$ cat src/rtl/inst_cache_pkg.sv
// Shared widths, enable levels and state encodings for the instruction cache.
// Imported by the cache top and its storage sub-module.
package inst_cache_pkg;

    localparam int RegBus      = 32;
    localparam int InstAddrBus = 32;
    localparam int InstBus     = 32;

    localparam logic RstEnable  = 1'b1;
    localparam logic ChipEnable = 1'b1;

    localparam logic [InstBus-1:0] ZeroWord = 32'h0000_0000;

    typedef enum logic {
        IcIdle = 1'b0,
        IcReq  = 1'b1
    } ic_state_t;

    // Byte address -> word-aligned address (low two bits forced to zero).
    function automatic logic [InstAddrBus-1:0] align_word(input logic [InstAddrBus-1:0] a);
        return a & 32'hFFFF_FFFC;
    endfunction

endpackage

$ cat src/rtl/icache_store.sv
// Valid/tag/data arrays of the direct-mapped instruction cache:
// asynchronous lookup port, synchronous fill port, synchronous clear-all of valid bits.
module icache_store
    import inst_cache_pkg::*;
#(
    parameter int LINES = 16,
    parameter int IDX_W = 4,
    parameter int TAG_W = 30 - IDX_W
) (
    input  logic               clk,
    input  logic               clr,
    input  logic [IDX_W-1:0]   rd_idx,
    input  logic [TAG_W-1:0]   rd_tag,
    output logic               rd_hit,
    output logic [InstBus-1:0] rd_data,
    input  logic               wr_en,
    input  logic [IDX_W-1:0]   wr_idx,
    input  logic [TAG_W-1:0]   wr_tag,
    input  logic [InstBus-1:0] wr_data
);

    logic [LINES-1:0]   valid;
    logic [TAG_W-1:0]   tag_mem  [LINES];
    logic [InstBus-1:0] data_mem [LINES];

    assign rd_hit  = valid[rd_idx] && (tag_mem[rd_idx] == rd_tag);
    assign rd_data = data_mem[rd_idx];

    // Clear beats a simultaneous fill: the line is written but left invalid.
    always_ff @(posedge clk) begin
        if (clr) begin
            valid <= '0;
        end else if (wr_en) begin
            valid[wr_idx] <= 1'b1;
        end
    end

    always_ff @(posedge clk) begin
        if (wr_en) begin
            tag_mem[wr_idx]  <= wr_tag;
            data_mem[wr_idx] <= wr_data;
        end
    end

endmodule

$ cat src/rtl/inst_cache.sv
// Direct-mapped, one-word-per-line instruction cache with same-cycle hits and
// a req/ack refill from external memory on a miss.
module inst_cache
    import inst_cache_pkg::*;
#(
    parameter int LINES = 16,
    parameter int IDX_W = 4,
    parameter int CNT_W = 16
) (
    input  logic                   clk,
    input  logic                   rst,
    input  logic                   cpu_ce_i,
    input  logic [InstAddrBus-1:0] cpu_addr_i,
    output logic [InstBus-1:0]     cpu_data_o,
    output logic                   stallreq_o,
    input  logic                   inv_i,
    output logic                   mem_req_o,
    output logic [InstAddrBus-1:0] mem_addr_o,
    input  logic [RegBus-1:0]      mem_data_i,
    input  logic                   mem_ack_i,
    output logic [CNT_W-1:0]       miss_cnt_o
);

    localparam int TAG_W = 30 - IDX_W;

    ic_state_t          state;
    logic               in_rst;
    logic               fetch;
    logic               hit;
    logic [InstBus-1:0] hit_data;
    logic               fill;

    function automatic logic [CNT_W-1:0] sat_inc(input logic [CNT_W-1:0] v);
        return (&v) ? v : v + CNT_W'(1);
    endfunction

    assign in_rst = (rst == RstEnable);
    assign fetch  = (cpu_ce_i == ChipEnable);
    assign fill   = !in_rst && (state == IcReq) && mem_ack_i;

    icache_store #(
        .LINES (LINES),
        .IDX_W (IDX_W),
        .TAG_W (TAG_W)
    ) u_store (
        .clk     (clk),
        .clr     (in_rst || inv_i),
        .rd_idx  (cpu_addr_i[IDX_W+1:2]),
        .rd_tag  (cpu_addr_i[31:IDX_W+2]),
        .rd_hit  (hit),
        .rd_data (hit_data),
        .wr_en   (fill),
        .wr_idx  (mem_addr_o[IDX_W+1:2]),
        .wr_tag  (mem_addr_o[31:IDX_W+2]),
        .wr_data (mem_data_i)
    );

    // Lookup outputs depend only on state, the core address and the arrays.
    always_comb begin
        cpu_data_o = ZeroWord;
        stallreq_o = 1'b0;
        if (!in_rst) begin
            if (state == IcReq) begin
                stallreq_o = 1'b1;
            end else if (fetch) begin
                if (hit) begin
                    cpu_data_o = hit_data;
                end else begin
                    stallreq_o = 1'b1;
                end
            end
        end
    end

    always_ff @(posedge clk) begin
        if (in_rst) begin
            state      <= IcIdle;
            mem_req_o  <= 1'b0;
            mem_addr_o <= ZeroWord;
            miss_cnt_o <= '0;
        end else begin
            case (state)
                IcIdle: begin
                    if (fetch && !hit) begin
                        mem_addr_o <= align_word(cpu_addr_i);
                        mem_req_o  <= 1'b1;
                        miss_cnt_o <= sat_inc(miss_cnt_o);
                        state      <= IcReq;
                    end
                end
                IcReq: begin
                    if (mem_ack_i) begin
                        mem_req_o <= 1'b0;
                        state     <= IcIdle;
                    end
                end
                default: begin
                    mem_req_o <= 1'b0;
                    state     <= IcIdle;
                end
            endcase
        end
    end

endmodule

$ cat config.mk
export PLATFORM = sky130hd
export DESIGN_NAME = inst_cache
export DESIGN_NICKNAME = d
export VERILOG_FILES = /design/src/rtl/inst_cache_pkg.sv /design/src/rtl/icache_store.sv /design/src/rtl/inst_cache.sv
export SDC_FILE = /design/constraint.sdc
export NUM_CORES = 1
export LEC_CHECK = 0
export CORE_ASPECT_RATIO = 1.25
export CORE_MARGIN = 4
export CORE_UTILIZATION = 60
export CTS_CLUSTER_SIZE = 20
export DETAILED_ROUTE_END_ITERATION = 7
export MAX_ROUTING_LAYER = met4
export PLACE_DENSITY = 0.79
export SLEW_MARGIN = 20
export SYNTH_ARGS = -nofsm -noshare
export SYNTH_HDL_FRONTEND = slang
export SYNTH_SLANG_ARGS = --single-unit
$ cat constraint.sdc
create_clock -name clk -period 20 [get_ports clk]
set_input_delay 4 -clock clk [delete_from_list [all_inputs] [get_ports clk]]
set_output_delay 4 -clock clk [all_outputs]
set_load 0.005 [all_outputs]
-- Yosys cells after proc, flatten, opt, wreduce, memory -nomap -nowiden
Memory sizes are Yosys's and may differ from the RTL's.
Index checks and enable logic that the tools add are counted.
- equality and inequality tests: 3
- bitwise logic cells: 3
- multiplexer cells: 20
- order comparisons: 3
- reduce and logical (&&, ||, !) cells: 12
- add/subtract/negate cells: 1
- operator list (kind ; number):
    2-to-1 mux 32 bit ; 4
    equality test 26 bit ; 1
    adder 16 x 1 -> 16 bit, second input constant ; 1
    OR 16 bit ; 1
    AND reduction 16 bit ; 1
    2-to-1 mux 1 bit ; 12
    less-than comparator 4 x 5 -> 1 bit, second input constant ; 2
    logical AND 1 bit ; 5
    binary-select mux 1 bit (select 4 bit) ; 1
    demux 1 bit (select 4 bit) ; 1
    >= comparator 4 x 1 -> 1 bit, second input constant ; 1
    != test 2 bit, second input constant ; 2
    one-hot mux 1 bit (2 select lines) ; 2
    AND reduction 2 bit ; 2
    AND reduction 3 bit ; 1
    zero test 1 bit ; 2
    NOT 1 bit ; 2
    logical OR 1 bit ; 1
- RAM bits: 928
- output and inout port bits: 82
- bits of input ports: 69
- register bits: 64
- logic and storage cells: 49
- memories kept: 2
- memory list (memory ; words ; width ; read ports ; clocked after Yosys merged registers in ; write ports ; RTL line ; text):
    u_store.data_mem ; 16 ; 32 ; 1 ; 0 ; 1 ; icache_store.sv:24 ; logic [InstBus-1:0] data_mem [LINES];
    u_store.tag_mem ; 16 ; 26 ; 1 ; 0 ; 1 ; icache_store.sv:23 ; logic [TAG_W-1:0] tag_mem [LINES];

-- Longest topological paths before layout
- word-level depth: 7
- depth in mapped cells: 15
- depth with buffers taken out: 9

-- Cells and area by module
Synthesis repeated with hierarchy kept, for this count alone.
- cells, all modules: 1823
- area total of the unflattened synthesis: 38441.9 um^2
- by module, submodules not included (module ; area each (um^2) ; seq. area each (um^2) ; times used ; cells each):
    icache_store ; 36238.5 ; 28187.0 ; 1 ; 1545
    inst_cache ; 2203.4 ; 960.9 ; 1 ; 278

-- Least setup slack after synthesis
No wires, ideal clock.
- path kind: input to output
- start point: input cpu_addr_i[4]
- end point: output cpu_data_o[10]
- setup slack: 9429 ps
- data arrival time: 6571 ps
- cell stages on the path: 13
- data required time: 16000 ps
- path buffers: 4
- path through: buf_6 -> buf_2 -> buf_2 -> mux4_2 -> mux2i_1 -> mux2i_1 -> xnor2_1 -> o2111ai_1 -> nor4_2 -> nand3_1 -> or3_4 -> buf_6 -> nor2b_2
- word-level cells in the longest chain between the ends: 7
- elaborated cells on any way between the ends: 10
- those cells by class: eq/ne (1); mux (6); reduce/logical (1); memory (2)
- ends and longest elaborated chain (element ; RTL line ; text):
    from (decl) ; inst_cache.sv:13 ; input logic [InstAddrBus-1:0] cpu_addr_i,
    memory read (16 x 26 bit) / binary-select mux 1 bit (select 4 bit) (equally long branches) ; - ;
    equality test 26 bit / 2-to-1 mux 1 bit (equally long branches) ; icache_store.sv:26 ; assign rd_hit = valid[rd_idx] && (tag_mem[rd_idx] == rd_tag);
    logical AND 1 bit ; icache_store.sv:26 ;
    2-to-1 mux 32 bit * ; inst_cache.sv:66 ; if (hit) begin
    2-to-1 mux 32 bit * ; inst_cache.sv:65 ; end else if (fetch) begin
    2-to-1 mux 32 bit * ; inst_cache.sv:63 ; if (state == IcReq) begin
    2-to-1 mux 32 bit * ; inst_cache.sv:62 ; if (!in_rst) begin
    to (decl) ; inst_cache.sv:14 ; output logic [InstBus-1:0] cpu_data_o,
Mark *: on every way between the ends. The rest lies on a longest branch, timed or not. The select of a mux whose other input is x is not followed.

-- Final worst setup path
- start point: input cpu_addr_i[2]
- end point: output cpu_data_o[6]
Same word-level chain as after synthesis.

==> out/qor.log <==
INFO  timing         layout_min_cycle_time=14130ps
INFO  power_and_ir_drop leakage=0.0143uW
INFO  detailed_routing wire_per_inst=30.6um
INFO  setup_path     rr_worst_depth=10
INFO  global_route   grtUsageTotal=26.5%
INFO  clock_tree     cts_tree=built
INFO  floorplanning  die_w=235um
INFO  final_layout   n_fill_cell=3759
INFO  timing         rsz0062_at_grt=no
INFO  floorplanning  core_region=63500squm
INFO  detailed_routing ant_nets=0
INFO  timing         report.final.setup_viol=0
INFO  timing         final.setup.tns=0ps
INFO  setup_path     timing.rr.end=miss_cnt_o[6]
INFO  timing         skew=24.1ps
INFO  placement      detailedPlacementHpwl=44.8mm
INFO  clock_tree     total_cts_buffers=90
INFO  clock_tree     cts.sink_count=992
INFO  timing         maxClockFrequency=70.8MHz
INFO  run_status     outcome=finished clean
INFO  power_and_ir_drop vdd_drop_max=79.2uV
INFO  detailed_routing drt-vias-per-instance=6.57
INFO  global_route   vias_in_the_first_global_route=19600
INFO  floorplanning  die_h=292um
INFO  worst_hold_path worstHoldPathCells=1
INFO  yosys          synth-seq-area-share=75.4%
INFO  setup_path     critical_path_arrival=10130ps
INFO  flow_run       drv.max_cap_violation_count=0
INFO  setup_path     crit_fanout=75
INFO  detailed_routing drt-initial-drc-count=2224
INFO  timing         finalCritPeriodShare=70.6%
INFO  yosys          synth.cell_area=38600squm
INFO  timing         hold_violation_total_from_the_final_report=0
INFO  setup_path     setup.reg_to_reg.worst_slack=16650ps
INFO  global_route   grt_antenna_before_repair=6
INFO  power_and_ir_drop power_density=95.6nW/um^2
INFO  floorplanning  start_util=60.8%
INFO  detailed_routing routed-via-count=18900
INFO  detailed_routing drc=0
INFO  yosys          post_synth_num_cell_types=62
INFO  timing         worst-slew-pin-transition=1090ps
INFO  global_route   grt-ovfl-total=0
INFO  clock_tree     cts.hold.buffers_added=0
INFO  worst_hold_path worst_hold_path_type=register to register
INFO  clock_tree     clock_pin_transition_on_the_worst_setup_and_hold_timing_paths=70ps
INFO  clock_tree     cts_buffer_depth=3
INFO  clock_tree     worst_skew_pair.late_latency=650ps
INFO  floorplanning  floorplan.rows=103
INFO  floorplanning  ioPinCount=151
INFO  setup_path     worstSetupPathType=input pin to output port
INFO  clock_tree     cts_resized=0
INFO  setup_path     crit_path_start_kind=input pin
INFO  yosys          number_of_flops_mapped_to_enable_cells_by_yosys=928
INFO  yosys          yosysWarningCount=0
INFO  placement      count_of_buffers_inserted_at_the_top_level_ports=146
INFO  timing         slew_headroom=27.2%
INFO  timing         final_critical_path_setup_slack=5870ps
INFO  worst_hold_path holdCritStartpoint=u_store.valid[10]
INFO  clock_tree     cts.root.buffer_cell=sky130_fd_sc_hd__clkbuf_16
INFO  clock_tree     htree_num_levels=3
INFO  global_route   grt_pass1_wl=130mm
INFO  final_layout   flow.area_growth_from_synthesis=13.8%
INFO  yosys          synthArstFlopShare=0%
INFO  detailed_routing firstDrtPassIters=7
INFO  clock_tree     post-cts-setup-buffers=0
INFO  yosys          ys.flop_type=sky130_fd_sc_hd__edfxtp_1
INFO  timing         final-max-slew-violation-count=0
INFO  placement      dpl_worst_slack=5810ps
INFO  final_layout   layout-drive-gt1-share=24.2%
INFO  yosys          synth_area_per_cell=21.6squm
INFO  floorplanning  fp.dieArea=68500squm
INFO  placement      place.gp.congestion=0.801
INFO  global_route   grt_max_degree=78
INFO  final_layout   nNetsFinal=2040
INFO  worst_hold_path hold_path_end=u_store.valid[10]
INFO  setup_path     crit_path_end_kind=output port
INFO  detailed_routing drt_wl_total=88.2mm
INFO  power_and_ir_drop power.total=4200uW
INFO  setup_path     required=16000ps
INFO  yosys          synth_seq_cells=992
INFO  setup_path     timing.rr.start=u_store.tag_mem[15][23]
INFO  yosys          synthCells=1785
## layer usage
layer / global-route usage (%) / vias to the layer above / share of wire [%]
met5: - / - / 0
met4: 9.82 / 0 / 3.4
met3: 4.15 / 183 / 7.8
met2: 43.9 / 997 / 52
met1: 33.9 / 9974 / 36
li1: - / 7786 / -
## registers in the layout (all words and copies together) (netlist names)
register	flops
mem_addr_o	30
mem_req_o	1
u_store.valid	16
state	1
u_store.data_mem	512
miss_cnt_o	16
u_store.tag_mem	416
## final cells by class
| cell class | count | area (sq um) | share of cell area, % |
|---|---|---|---|
| Multi-Input combinational cell | 689 | 9020 | 20.5 |
| Antenna cell | 5 | 12.5 | 0.0285 |
| Clock inverter | 44 | 429 | 0.976 |
| Timing Repair Buffer | 183 | 1760 | 4.00 |
| Inverter | 14 | 55.1 | 0.125 |
| Clock buffer | 116 | 2490 | 5.67 |
| Sequential cell | 992 | 29100 | 66.3 |
| Tap cell | 840 | 1050 | 2.39 |
## kinds of logic after synthesis
kind of cell | count (synthesis) | share of synthesized area [%]
AND/OR/NAND/NOR | 209 | 3.06
buffers and inverters | 105 | 1.55
AO/OA/AOI/OAI | 78 | 1.42
multiplexers | 367 | 17.8
adder cells (fa/ha/maj) | 1 | 0.0324
flip-flops | 992 | 75.4
XOR/XNOR | 32 | 0.725
other | 1 | 0.00971
## placed cells by master, fill, tap and decap left out, types with 17 or more instances in the layout
cell                              count
sky130_fd_sc_hd__xnor2_1             25
sky130_fd_sc_hd__mux4_2             254
sky130_fd_sc_hd__nor2b_2             30
sky130_fd_sc_hd__nand2_1             22
sky130_fd_sc_hd__clkinv_2            17
sky130_fd_sc_hd__edfxtp_1           928
sky130_fd_sc_hd__nor2_1              55
sky130_fd_sc_hd__buf_4               36
sky130_fd_sc_hd__mux2i_1            104
sky130_fd_sc_hd__dfxtp_1             64
sky130_fd_sc_hd__clkbuf_16           94
sky130_fd_sc_hd__clkdlybuf4s50_1    141
sky130_fd_sc_hd__nand3_1             21
## cell usage after synthesis, types with 4 or more instances
cell	number	area, sq um
sky130_fd_sc_hd__o211ai_1	4	30.0
sky130_fd_sc_hd__nor3_1	6	30.0
sky130_fd_sc_hd__o21ai_0	7	35.0
sky130_fd_sc_hd__a21o_1	8	60.1
sky130_fd_sc_hd__dfxtp_1	64	1280
sky130_fd_sc_hd__nand2b_1	8	50.1
sky130_fd_sc_hd__mux2_2	8	90.1
sky130_fd_sc_hd__xor2_1	7	61.3
sky130_fd_sc_hd__a21oi_1	14	70.1
sky130_fd_sc_hd__xnor2_1	25	219
sky130_fd_sc_hd__mux4_2	254	5720
sky130_fd_sc_hd__nor2b_2	30	263
sky130_fd_sc_hd__mux2i_1	104	1040
sky130_fd_sc_hd__a22oi_1	5	37.5
sky130_fd_sc_hd__inv_1	13	48.8
sky130_fd_sc_hd__edfxtp_1	928	27900
sky130_fd_sc_hd__and4_1	8	70.1
sky130_fd_sc_hd__clkbuf_1	28	105
sky130_fd_sc_hd__nor4_1	4	25.0
sky130_fd_sc_hd__nor2_1	67	251
sky130_fd_sc_hd__nand2_1	22	82.6
sky130_fd_sc_hd__o21a_1	16	120
sky130_fd_sc_hd__nand3b_1	4	30.0
sky130_fd_sc_hd__nor2b_1	9	56.3
sky130_fd_sc_hd__buf_4	14	105
sky130_fd_sc_hd__buf_1	6	22.5
sky130_fd_sc_hd__buf_6	12	135
sky130_fd_sc_hd__nand4_1	9	56.3
sky130_fd_sc_hd__nand3_1	21	105
sky130_fd_sc_hd__and3_1	6	37.5
sky130_fd_sc_hd__buf_2	29	145
## how the worst max path moves through the flow
stage                     slack (ps)  depth (start not counted)        endpoint          start
final                           5870                         13   cpu_data_o[6]  cpu_addr_i[2]
after global routing            5380                         13   cpu_data_o[6]  cpu_addr_i[2]
after CTS                       5790                         13   cpu_data_o[6]  cpu_addr_i[2]
after detailed placement        5810                         13   cpu_data_o[6]  cpu_addr_i[2]
after floorplan                 9430                         13  cpu_data_o[10]  cpu_addr_i[4]
after global placement          5840                         13  cpu_data_o[10]  cpu_addr_i[2]
## worst max-delay path, stage by stage
cell	delay [ps]
sky130_fd_sc_hd__buf_8	620
sky130_fd_sc_hd__buf_4	820
sky130_fd_sc_hd__buf_4	860
sky130_fd_sc_hd__mux4_2	610
sky130_fd_sc_hd__or3_1	320
sky130_fd_sc_hd__nand2_1	60
sky130_fd_sc_hd__or4b_2	120
sky130_fd_sc_hd__nand4_1	210
sky130_fd_sc_hd__nor4_2	470
sky130_fd_sc_hd__nand3_1	290
sky130_fd_sc_hd__or3_4	700
sky130_fd_sc_hd__nor2b_2	230
sky130_fd_sc_hd__clkdlybuf4s50_1	530
## report_power, final
group | total (uW) | internal, uW | leakage, uW | switching (uW)
sequential | 2300 | 2280 | 0.00917 | 18.4
clock | 1700 | 972 | 0.00144 | 732
combinational | 200 | 95.0 | 0.00368 | 105
## metrics by stage
stage	hold WS [ps]	area, sq um	util, %	instances
3_5_place_dp	453	41000	64.5	2717
2_1_floorplan	435	38600	-	1786
4_1_cts	480	43900	69.1	2877
6_report	475	44000	69.2	2883
5_1_grt	490	44000	69.2	2883
3_3_place_gp	442	41000	64.5	2717
No activity file was read; power rests on OpenSTA's default activity.
